===== config.mk =====
export PLATFORM = sky130hd
export DESIGN_NAME = mod_mul_stream
export DESIGN_NICKNAME = d
export VERILOG_FILES = /design/src/rtl/poly_arith_pkg.sv /design/src/rtl/modular_reduce.sv /design/src/rtl/mod_mul_stream.sv
export SDC_FILE = /design/constraint.sdc
export NUM_CORES = 1
export LEC_CHECK = 0
export ABC_AREA = 1
export CAP_MARGIN = 10
export CORE_UTILIZATION = 30
export CTS_BUF_LIST = sky130_fd_sc_hd__clkbuf_8 sky130_fd_sc_hd__clkbuf_16
export DETAILED_ROUTE_END_ITERATION = 10
export HOLD_SLACK_MARGIN = 0.12
export PLACE_DENSITY = 0.51
export SKIP_LAST_GASP = 1
export SLEW_MARGIN = 20
export SYNTH_ARGS = -nofsm -noshare
export SYNTH_HDL_FRONTEND = slang
export SYNTH_SLANG_ARGS = --single-unit

===== constraint.sdc =====
create_clock -name clk -period 15.98 [get_ports clk]
set_input_delay 3.196 -clock clk [delete_from_list [all_inputs] [get_ports clk]]
set_output_delay 3.196 -clock clk [all_outputs]
set_load 0.01 [all_outputs]

===== src/rtl/poly_arith_pkg.sv =====
// poly_arith_pkg: shared constants and Barrett reduction helper for mod-3329 arithmetic
package poly_arith_pkg;
  localparam int Q = 3329;
  localparam int COEFF_W = 12;
  localparam int PROD_W = 24;
  localparam int REDUCE_LAT_DEFAULT = 2;
  localparam int BARRETT_K = 24;
  localparam int BARRETT_M = (1 << BARRETT_K) / Q;
  localparam int MUL_W = 40;
  localparam int REM_W = 14;

  // Quotient estimate undershoots by at most 2, so two conditional subtractions finish the job.
  function automatic logic [COEFF_W-1:0] barrett_reduce(input logic [PROD_W-1:0] x);
    logic [PROD_W-1:0] q;
    logic [REM_W-1:0] r;
    q = PROD_W'((MUL_W'(x) * MUL_W'(BARRETT_M)) >> BARRETT_K);
    r = REM_W'(x - q * PROD_W'(Q));
    r = (r >= REM_W'(Q)) ? r - REM_W'(Q) : r;
    r = (r >= REM_W'(Q)) ? r - REM_W'(Q) : r;
    return COEFF_W'(r);
  endfunction
endpackage


===== src/rtl/modular_reduce.sv =====
// modular_reduce: fixed-latency, non-stallable reduction of a 24-bit product modulo 3329
module modular_reduce
  import poly_arith_pkg::*;
#(
  parameter int LAT = REDUCE_LAT_DEFAULT
) (
  input  logic               clk,
  input  logic               rst,
  input  logic               valid_i,
  input  logic [PROD_W-1:0]  value_i,
  output logic               valid_o,
  output logic [COEFF_W-1:0] value_o
);
  logic [LAT-1:0] vld;
  logic [COEFF_W-1:0] dat [LAT];

  // Valid shift chain; reset discards anything in flight.
  always_ff @(posedge clk or posedge rst)
    if (rst) vld <= '0;
    else vld <= LAT'({vld, valid_i});

  // Reduced value enters at stage 0 and is delayed alongside its valid bit.
  always_ff @(posedge clk) begin
    dat[0] <= barrett_reduce(value_i);
    for (int i = 1; i < LAT; i++) dat[i] <= dat[i-1];
  end

  assign valid_o = vld[LAT-1];
  assign value_o = dat[LAT-1];
endmodule


===== src/rtl/mod_mul_stream.sv =====
// mod_mul_stream: streaming (a*b) mod 3329 with credit-based result FIFO; MOD_MUL_RANGE_CHECK_EN adds sticky err_o
module mod_mul_stream
  import poly_arith_pkg::*;
#(
  parameter int FIFO_DEPTH = 4,
  parameter int REDUCE_LAT = REDUCE_LAT_DEFAULT
) (
  input  logic               clk,
  input  logic               rst_n,
  input  logic               in_valid,
  output logic               in_ready,
  input  logic [COEFF_W-1:0] coeff_a_i,
  input  logic [COEFF_W-1:0] coeff_b_i,
  output logic               out_valid,
  input  logic               out_ready,
  output logic [COEFF_W-1:0] result_o
`ifdef MOD_MUL_RANGE_CHECK_EN
  ,
  output logic               err_o
`endif
);
  localparam int AW = $clog2(FIFO_DEPTH);
  localparam int CW = $clog2(FIFO_DEPTH + 1);
  localparam int IW = $clog2(REDUCE_LAT + 2);

  logic accept, pop, prod_valid, red_valid;
  logic [PROD_W-1:0] prod;
  logic [COEFF_W-1:0] red_value;
  logic [COEFF_W-1:0] mem [FIFO_DEPTH];
  logic [AW-1:0] rd_ptr, wr_ptr;
  logic [CW-1:0] count;
  logic [IW-1:0] inflight;

  assign accept = in_valid & in_ready;
  assign pop = out_valid & out_ready;
  // Reserving a slot for every pair still in the pipeline means the non-stallable reducer can never overflow the FIFO.
  assign in_ready = rst_n && (int'(count) + int'(inflight) < FIFO_DEPTH);
  assign out_valid = count != '0;
  assign result_o = out_valid ? mem[rd_ptr] : '0;

  // Product valid flag follows acceptance by one cycle.
  always_ff @(posedge clk or negedge rst_n)
    if (!rst_n) prod_valid <= 1'b0;
    else prod_valid <= accept;

  // Product data only needs capturing on acceptance.
  always_ff @(posedge clk)
    if (accept) prod <= PROD_W'(coeff_a_i) * PROD_W'(coeff_b_i);

  modular_reduce #(.LAT(REDUCE_LAT)) u_reduce (
    .clk     (clk),
    .rst     (!rst_n),
    .valid_i (prod_valid),
    .value_i (prod),
    .valid_o (red_valid),
    .value_o (red_value)
  );

  // FIFO pointers, occupancy and in-flight tracking.
  always_ff @(posedge clk or negedge rst_n)
    if (!rst_n) begin
      rd_ptr <= '0;
      wr_ptr <= '0;
      count <= '0;
      inflight <= '0;
    end else begin
      if (red_valid) wr_ptr <= wr_ptr + AW'(1);
      if (pop) rd_ptr <= rd_ptr + AW'(1);
      count <= count + CW'(red_valid) - CW'(pop);
      inflight <= inflight + IW'(accept) - IW'(red_valid);
    end

  // FIFO storage; every reducer output is written unconditionally.
  always_ff @(posedge clk)
    if (red_valid) mem[wr_ptr] <= red_value;

`ifdef MOD_MUL_RANGE_CHECK_EN
  // Sticky flag for any accepted operand outside [0, Q-1].
  always_ff @(posedge clk or negedge rst_n)
    if (!rst_n) err_o <= 1'b0;
    else if (accept && (coeff_a_i >= COEFF_W'(Q) || coeff_b_i >= COEFF_W'(Q))) err_o <= 1'b1;
`endif
endmodule


==> metrics.md, run 1 <==
| Metric | Value |
|---|---|
| Period Utilization, post-route | `65.9%` |
| GR Util met1 | `between 15 and 20%` |
| Vias per cell | `4.44` |
| Critical Setup Path Class | `reg -> reg` |
| Synth Net Count | `~2400` |
| Clock slew at reported path FFs | `approximately 0.07 ns` |
| Rows | `85` |
| Maxcap violations | `0` |
| Grt ovf | `0` |
| Core area | `between 50000 and 60000 sq um` |
| Via count | `11700` |
| Setup tns final | `0 ns` |
| RSZ-0062 raised after global routing | `false` |
| R2R depth | `between 40 and 50` |
| Initial antenna violation count | `0` |
| Arr. time, crit path | `10.79 ns` |
| Initial Util | `30.6%` |
| Total CTS buffers | `9` |
| Die span in x | `237 um` |
| Largest net degree at the start of global routing | `27` |
| Syn Inst Count | `1913` |
| Hold path endpoint | `u_reduce.dat[0][14]` |
| Fin. Hold Viols | `0` |
| Mapped Avg Cell Area | `8.67 sq um` |
| Startpoint type of the worst setup path | `flop` |
| First-pass GRT wire length | `between 60000 and 70000 um` |
| Ports | `42` |
| Postcts setup bufs | `0` |
| GR Layer Usage met2 | `25.2%` |
| Worst-Margin Slew | `around 0.88 ns` |
| Placer Congestion | `0.845` |
| # DRC | `0` |
| Rel. slew slack | `41.1%` |
| Hold WC Path Type | `reg -> reg` |
| Post-Syn Area | `16600 sq um` |
| DRT iter0 DRCs | `404` |
| CTS tree | `done` |
| Synth cell types | `slightly above 50` |
| Hold_sp | `u_reduce.dat[0][2]` |
| H-tree depth | `3` |
| Hold buffers post-CTS | `0` |
| Height of the die | `237 um` |
| Clock root buffer | `clkbuf_16` |
| Grt peak-use layer | `met2` |
| Drt wl/cell | `13.6 um` |
| Final Critical Period | `about 11 ns` |
| Status | `completed` |
| YS warnings | `0` |
| FMAX | `between 0.09 and 0.1 GHz` |
| Die area | `56200 sq um` |
| Worst skew pair latency | `0.37 ns` |
| Critical Path Most Common Cell | `nand2_1` |
| Post-synth EDFFs | `72` |
| PortBufs | `roughly 40` |
| Setup crit end kind | `flop` |
| Clock skew | `0.00936 ns` |
| Synth async-reset ratio | `~11%` |
| Area grow syn2layout | `8.45%` |
| Fillers | `5699` |
| Register bit total from synthesis | `108` |
| Dpl hpwl | `30500 um` |
| Commonest non-fill, non-tap cells in the layout | `487 x inv_1, 380 x nand2_1, 237 x ha_1, 236 x fa_1, 105 x nor2_1` |
| Commonest non-fill, non-tap cell in the layout | `inv_1` |
| Most common flop cell mapped by yosys | `edfxtp_1` |
| # clock sinks | `approximately 110` |
| Vias in the first global route | `12600` |
| Post-Route WL | `35600 um` |
| Final setup violation count | `0` |
| R2R setup slack | `~5.5 ns` |
| Critical path fanouts, max | `15` |
| R2r startpoint | `prod[7]` |
| Clk buf depth | `2` |
| Nets | `approximately 2400` |
| Sequential area share after synthesis | `17.8%` |
| Data required, critical path | `16.24 ns` |
| Layout cells sized above 1 | `2.95%` |
| GRT met3 Usage | `1.60%` |
| Post_cts resized | `0` |
| Slowest CP cell | `edfxtp_1` |
| Critical Path Max Stage Delay | `between 0.6 and 0.7 ns` |
| Routed Antenna Nets | `0` |
| Overall routing resource usage | `13.7%` |
| Antenna fix cells | `0` |
| Pre-antenna DRT Iters | `5` |
| Worst hold stages | `0` |
| Slew Viols, Final | `0` |
| R2r endpoint | `u_reduce.dat[0][5]` |
[synth_stat cells, types with 3 or more instances]
| library cell | instances | area share [%] |
|---|---|---|
| xnor2_1 | 19 | 1.0 |
| nor3_1 | 8 | 0.24 |
| xor2_1 | 43 | 2.3 |
| nand2_1 | 380 | 8.6 |
| fa_1 | 236 | 28 |
| nand3b_1 | 5 | 0.23 |
| dfxtp_1 | 24 | 2.9 |
| nand4_1 | 36 | 1.4 |
| ha_1 | 237 | 18 |
| inv_1 | 486 | 11 |
| buf_4 | 5 | 0.23 |
| a21o_1 | 5 | 0.23 |
| a31oi_1 | 7 | 0.26 |
| o21ai_0 | 42 | 1.3 |
| o21ai_1 | 5 | 0.15 |
| a21oi_1 | 58 | 1.8 |
| edfxtp_1 | 72 | 13 |
| nand3_1 | 33 | 1.0 |
| o21bai_1 | 4 | 0.18 |
| xor2_2 | 3 | 0.29 |
| dfrtp_1 | 12 | 1.8 |
| clkbuf_1 | 33 | 0.75 |
| nor2_2 | 3 | 0.11 |
| nand3_2 | 5 | 0.30 |
| nand2_2 | 13 | 0.49 |
| nor2_1 | 105 | 2.4 |
[flip-flops by register name, summed over array words and instances (netlist names)]
signal        flops
rd_ptr            2
count             3
inflight          2
prod_valid        1
u_reduce.dat     24
u_reduce.vld      2
mem              48
wr_ptr            2
prod             24
[layer usage]
metal	share of wire [%]	wire [um]	vias up
li1	-	-	5846
met2	51	18000	136
met5	0	0	-
met3	2.3	819	26
met1	46	16300	5659
met4	1.3	468	0
[stage by stage]
| stage | area [sq um] | hold slack, ns | instances | util (%) | setup slack, ns |
|---|---|---|---|---|---|
| 6_report | 18000 | 0.327 | 2628 | 33.1 | 5.45 |
| 5_1_grt | 18000 | 0.330 | 2628 | 33.1 | 4.49 |
| 4_1_cts | 18000 | 0.329 | 2628 | 33.1 | 5.38 |
| 3_5_place_dp | 17700 | 0.312 | 2612 | 32.6 | 5.43 |
| 3_3_place_gp | 17700 | 0.310 | 2612 | 32.6 | 5.51 |
| 2_1_floorplan | 16600 | 0.310 | 1913 | - | 7.27 |
[critical path: cells and delay by family, from the launching register on]
| family | cells | cell delay, ns |
|---|---|---|
| compound gates | 4 | 1.02 |
| fa+ha+maj | 12 | 4.58 |
| flops | 1 | 0.62 |
| buf+inv | 7 | 0.46 |
| xor+xnor | 3 | 0.88 |
| simple gates | 23 | 2.88 |
[layout make-up]
cell class	count	area [sq um]	share of cell area [%]
repair buffers	43	425	2.37
well taps	696	871	4.84
multi-input cells	1275	11600	64.7
flip-flops and latches	108	2940	16.4
inverters	490	1840	10.2
clock buffers	9	225	1.25
clock inverters	7	51.3	0.285
[worst max-delay path by stage]
stage	to	startpoint	slack, ns
after floorplan	u_reduce.dat[0][2]	prod[8]	7.27
after global placement	u_reduce.dat[0][0]	prod[5]	5.51
after detailed placement	u_reduce.dat[0][5]	prod[7]	5.43
after CTS	u_reduce.dat[0][5]	prod[7]	5.38
after global routing	u_reduce.dat[0][5]	prod[7]	4.49
final	u_reduce.dat[0][5]	prod[7]	5.45
[kinds of logic (layout without fill, tap and decap cells)]
family	Yosys count	after routing	share of synthesized area, %
compound gates	137	137	4.73
xor+xnor	65	65	3.57
fa+ha+maj	473	473	46.4
buf+inv	530	549	12.2
flops	108	108	17.8
simple gates	600	600	15.4
Power of run 1 is left out: the tool's default activity adds up to more than one toggle a clock period on the data nets, which glitch-free logic cannot reach.
==> run 2: changes to the inputs <==
PLACE_DENSITY = 0.52   (was 0.51)
clock period = 9.2 ns   (was 15.98 ns; I/O delays follow)
==> metrics.md, run 2 (same netlist as run 1, synthesis figures left out) <==
| Metric | Value |
|---|---|
| Clk buf depth | `2` |
| Period Utilization, post-route | `101%` |
| First-pass GRT wire length | `63700 um` |
| Commonest non-fill, non-tap cell in the layout | `inv_1` |
| Nets | `2632` |
| Startpoint type of the worst setup path | `flop` |
| Final Critical Period | `between 9 and 10 ns` |
| Slew Viols, Final | `0` |
| Worst-Margin Slew | `0.856 ns` |
| Slowest CP cell | `fa_2` |
| Worst Setup SP | `prod[9]` |
| Rel. slew slack | `42.9%` |
| Maxcap violations | `0` |
| Initial antenna violation count | `0` |
| Overall routing resource usage | `14.0%` |
| Hold path endpoint | `u_reduce.dat[0][15]` |
| Commonest non-fill, non-tap cells in the layout | `470 x inv_1, 342 x nand2_1, 232 x fa_1, 221 x ha_1, 179 x buf_4` |
| Pre-antenna DRT Iters | `5` |
| Core area | `between 50000 and 60000 sq um` |
| Max reg flops | `between 40 and 50` |
| H-tree depth | `3` |
| Via count | `about 13000` |
| Vias in the first global route | `13200` |
| Grt ovf | `0` |
| PnR worst setup slack | `-0.114 ns` |
| Clock root buffer | `clkbuf_16` |
| Routed Antenna Nets | `0` |
| Arr. time, crit path | `9.64 ns` |
| Critical Path Most Common Cell | `nand2_2` |
| Placer Congestion | `0.827` |
| # clock sinks | `between 100 and 150` |
| Hold buffers post-CTS | `0` |
| CTS tree | `done` |
| PortBufs | `between 40 and 50` |
| Total CTS buffers | `9` |
| Clock skew | `0.0150 ns` |
| Drt wl/cell | `13.2 um` |
| Setup crit end kind | `flop` |
| Reg with most FFs | `mem` |
| Die area | `56200 sq um` |
| Fin. Hold Viols | `0` |
| Hold WC Path Type | `reg -> reg` |
| Critical Setup Path Class | `reg -> reg` |
| DRT iter0 DRCs | `432` |
| Hold_sp | `u_reduce.dat[0][3]` |
| Initial Util | `~31%` |
| Worst hold stages | `0` |
| Layout cells sized above 1 | `between 10% and 20%` |
| # DRC | `0` |
| Dpl hpwl | `between 30000 and 40000 um` |
| Critical path fanouts, max | `5` |
| Data required, critical path | `9.52 ns` |
| R2R setup slack | `-0.11 ns` |
| Largest net degree at the start of global routing | `27` |
| Rows | `85` |
| R2R depth | `50` |
| Area grow syn2layout | `22.7%` |
| R2r startpoint | `prod[9]` |
| RSZ-0062 raised after global routing | `true` |
| Critical Path Max Stage Delay | `0.58 ns` |
| Failing checks | `negative setup slack` |
| FMAX | `0.107 GHz` |
| Worst skew pair latency | `about 0.39 ns` |
| Vias per cell | `4.43` |
| Height of the die | `237 um` |
| Setup tns final | `-0.881 ns` |
| Clock slew at reported path FFs | `0.08 ns` |
| Ports | `42` |
| Post-Route WL | `between 30000 and 40000 um` |
| Status | `complete, but fails checks` |
| R2r endpoint | `u_reduce.dat[0][4]` |
| Die span in x | `237 um` |
| Final setup violation count | `11` |
| Top Registers | `mem x48, prod x24, u_reduce.dat x24` |
[run 2: routing by layer]
layer  vias up  global-route usage [%]  part of all wire, %
met5         -                       0                    0
met4         0                    4.07                  2.1
met3        37                    1.59                  2.4
met2       150                    25.7                   50
met1      6083                    17.2                   45
li1       6271                       -                    -
[run 2: critical path, delay by kind of cell (launching register included)]
family	cells	cell delay, ns
AO/OA/AOI/OAI	5	1.02
XOR/XNOR	2	0.31
adder cells (fa/ha/maj)	11	4.46
buffers and inverters	13	1.20
flip-flops	1	0.48
AND/OR/NAND/NOR	19	1.76
[run 2: worst max-delay path by stage]
stage,endpoint
detailed placement,u_reduce.dat[0][7]
CTS,u_reduce.dat[0][8]
floorplan,u_reduce.dat[0][2]
global placement,u_reduce.dat[0][0]
global route,u_reduce.dat[0][3]
finish,u_reduce.dat[0][4]
[run 2: cell type report]
cell class,count,area [sq um]
well taps,696,871
inverters,490,1840
repair buffers,245,2070
flip-flops and latches,108,2940
diodes,1,2.50
fillers,5542,33900
clock inverters,7,100
multi-input cells,1277,12300
clock buffers,9,225
[run 2: repair_timing]
action                                  in CTS  in global routing
buffers inserted                            29                 26
resized for setup                           79                 93
endpoints found under the setup margin      12                 12
gates cloned                                 4                  2
pin swaps                                   34                 70
[run 2: metrics by stage]
step           hold slack, ns  setup slack [ns]  util [%]  area, sq um  std cells
2_1_floorplan           0.310             0.489         -        16600       1913
3_3_place_gp            0.314            -0.479      34.7        18800       2755
3_5_place_dp            0.314            -0.535      34.7        18800       2755
4_1_cts                 0.326           -0.0911      36.4        19800       2804
5_1_grt                 0.335            -0.538      37.5        20300       2832
6_report                0.323            -0.114      37.5        20300       2833
Power of run 2 is left out for the same reason.
==> run 3: changes to the inputs <==
CAP_MARGIN = not set   (was 10)
HOLD_SLACK_MARGIN = not set   (was 0.12)
==> results of run 3 <==
Final layout, timing and power as in run 2 (identical DEF).
Power of run 3 is left out for the same reason.
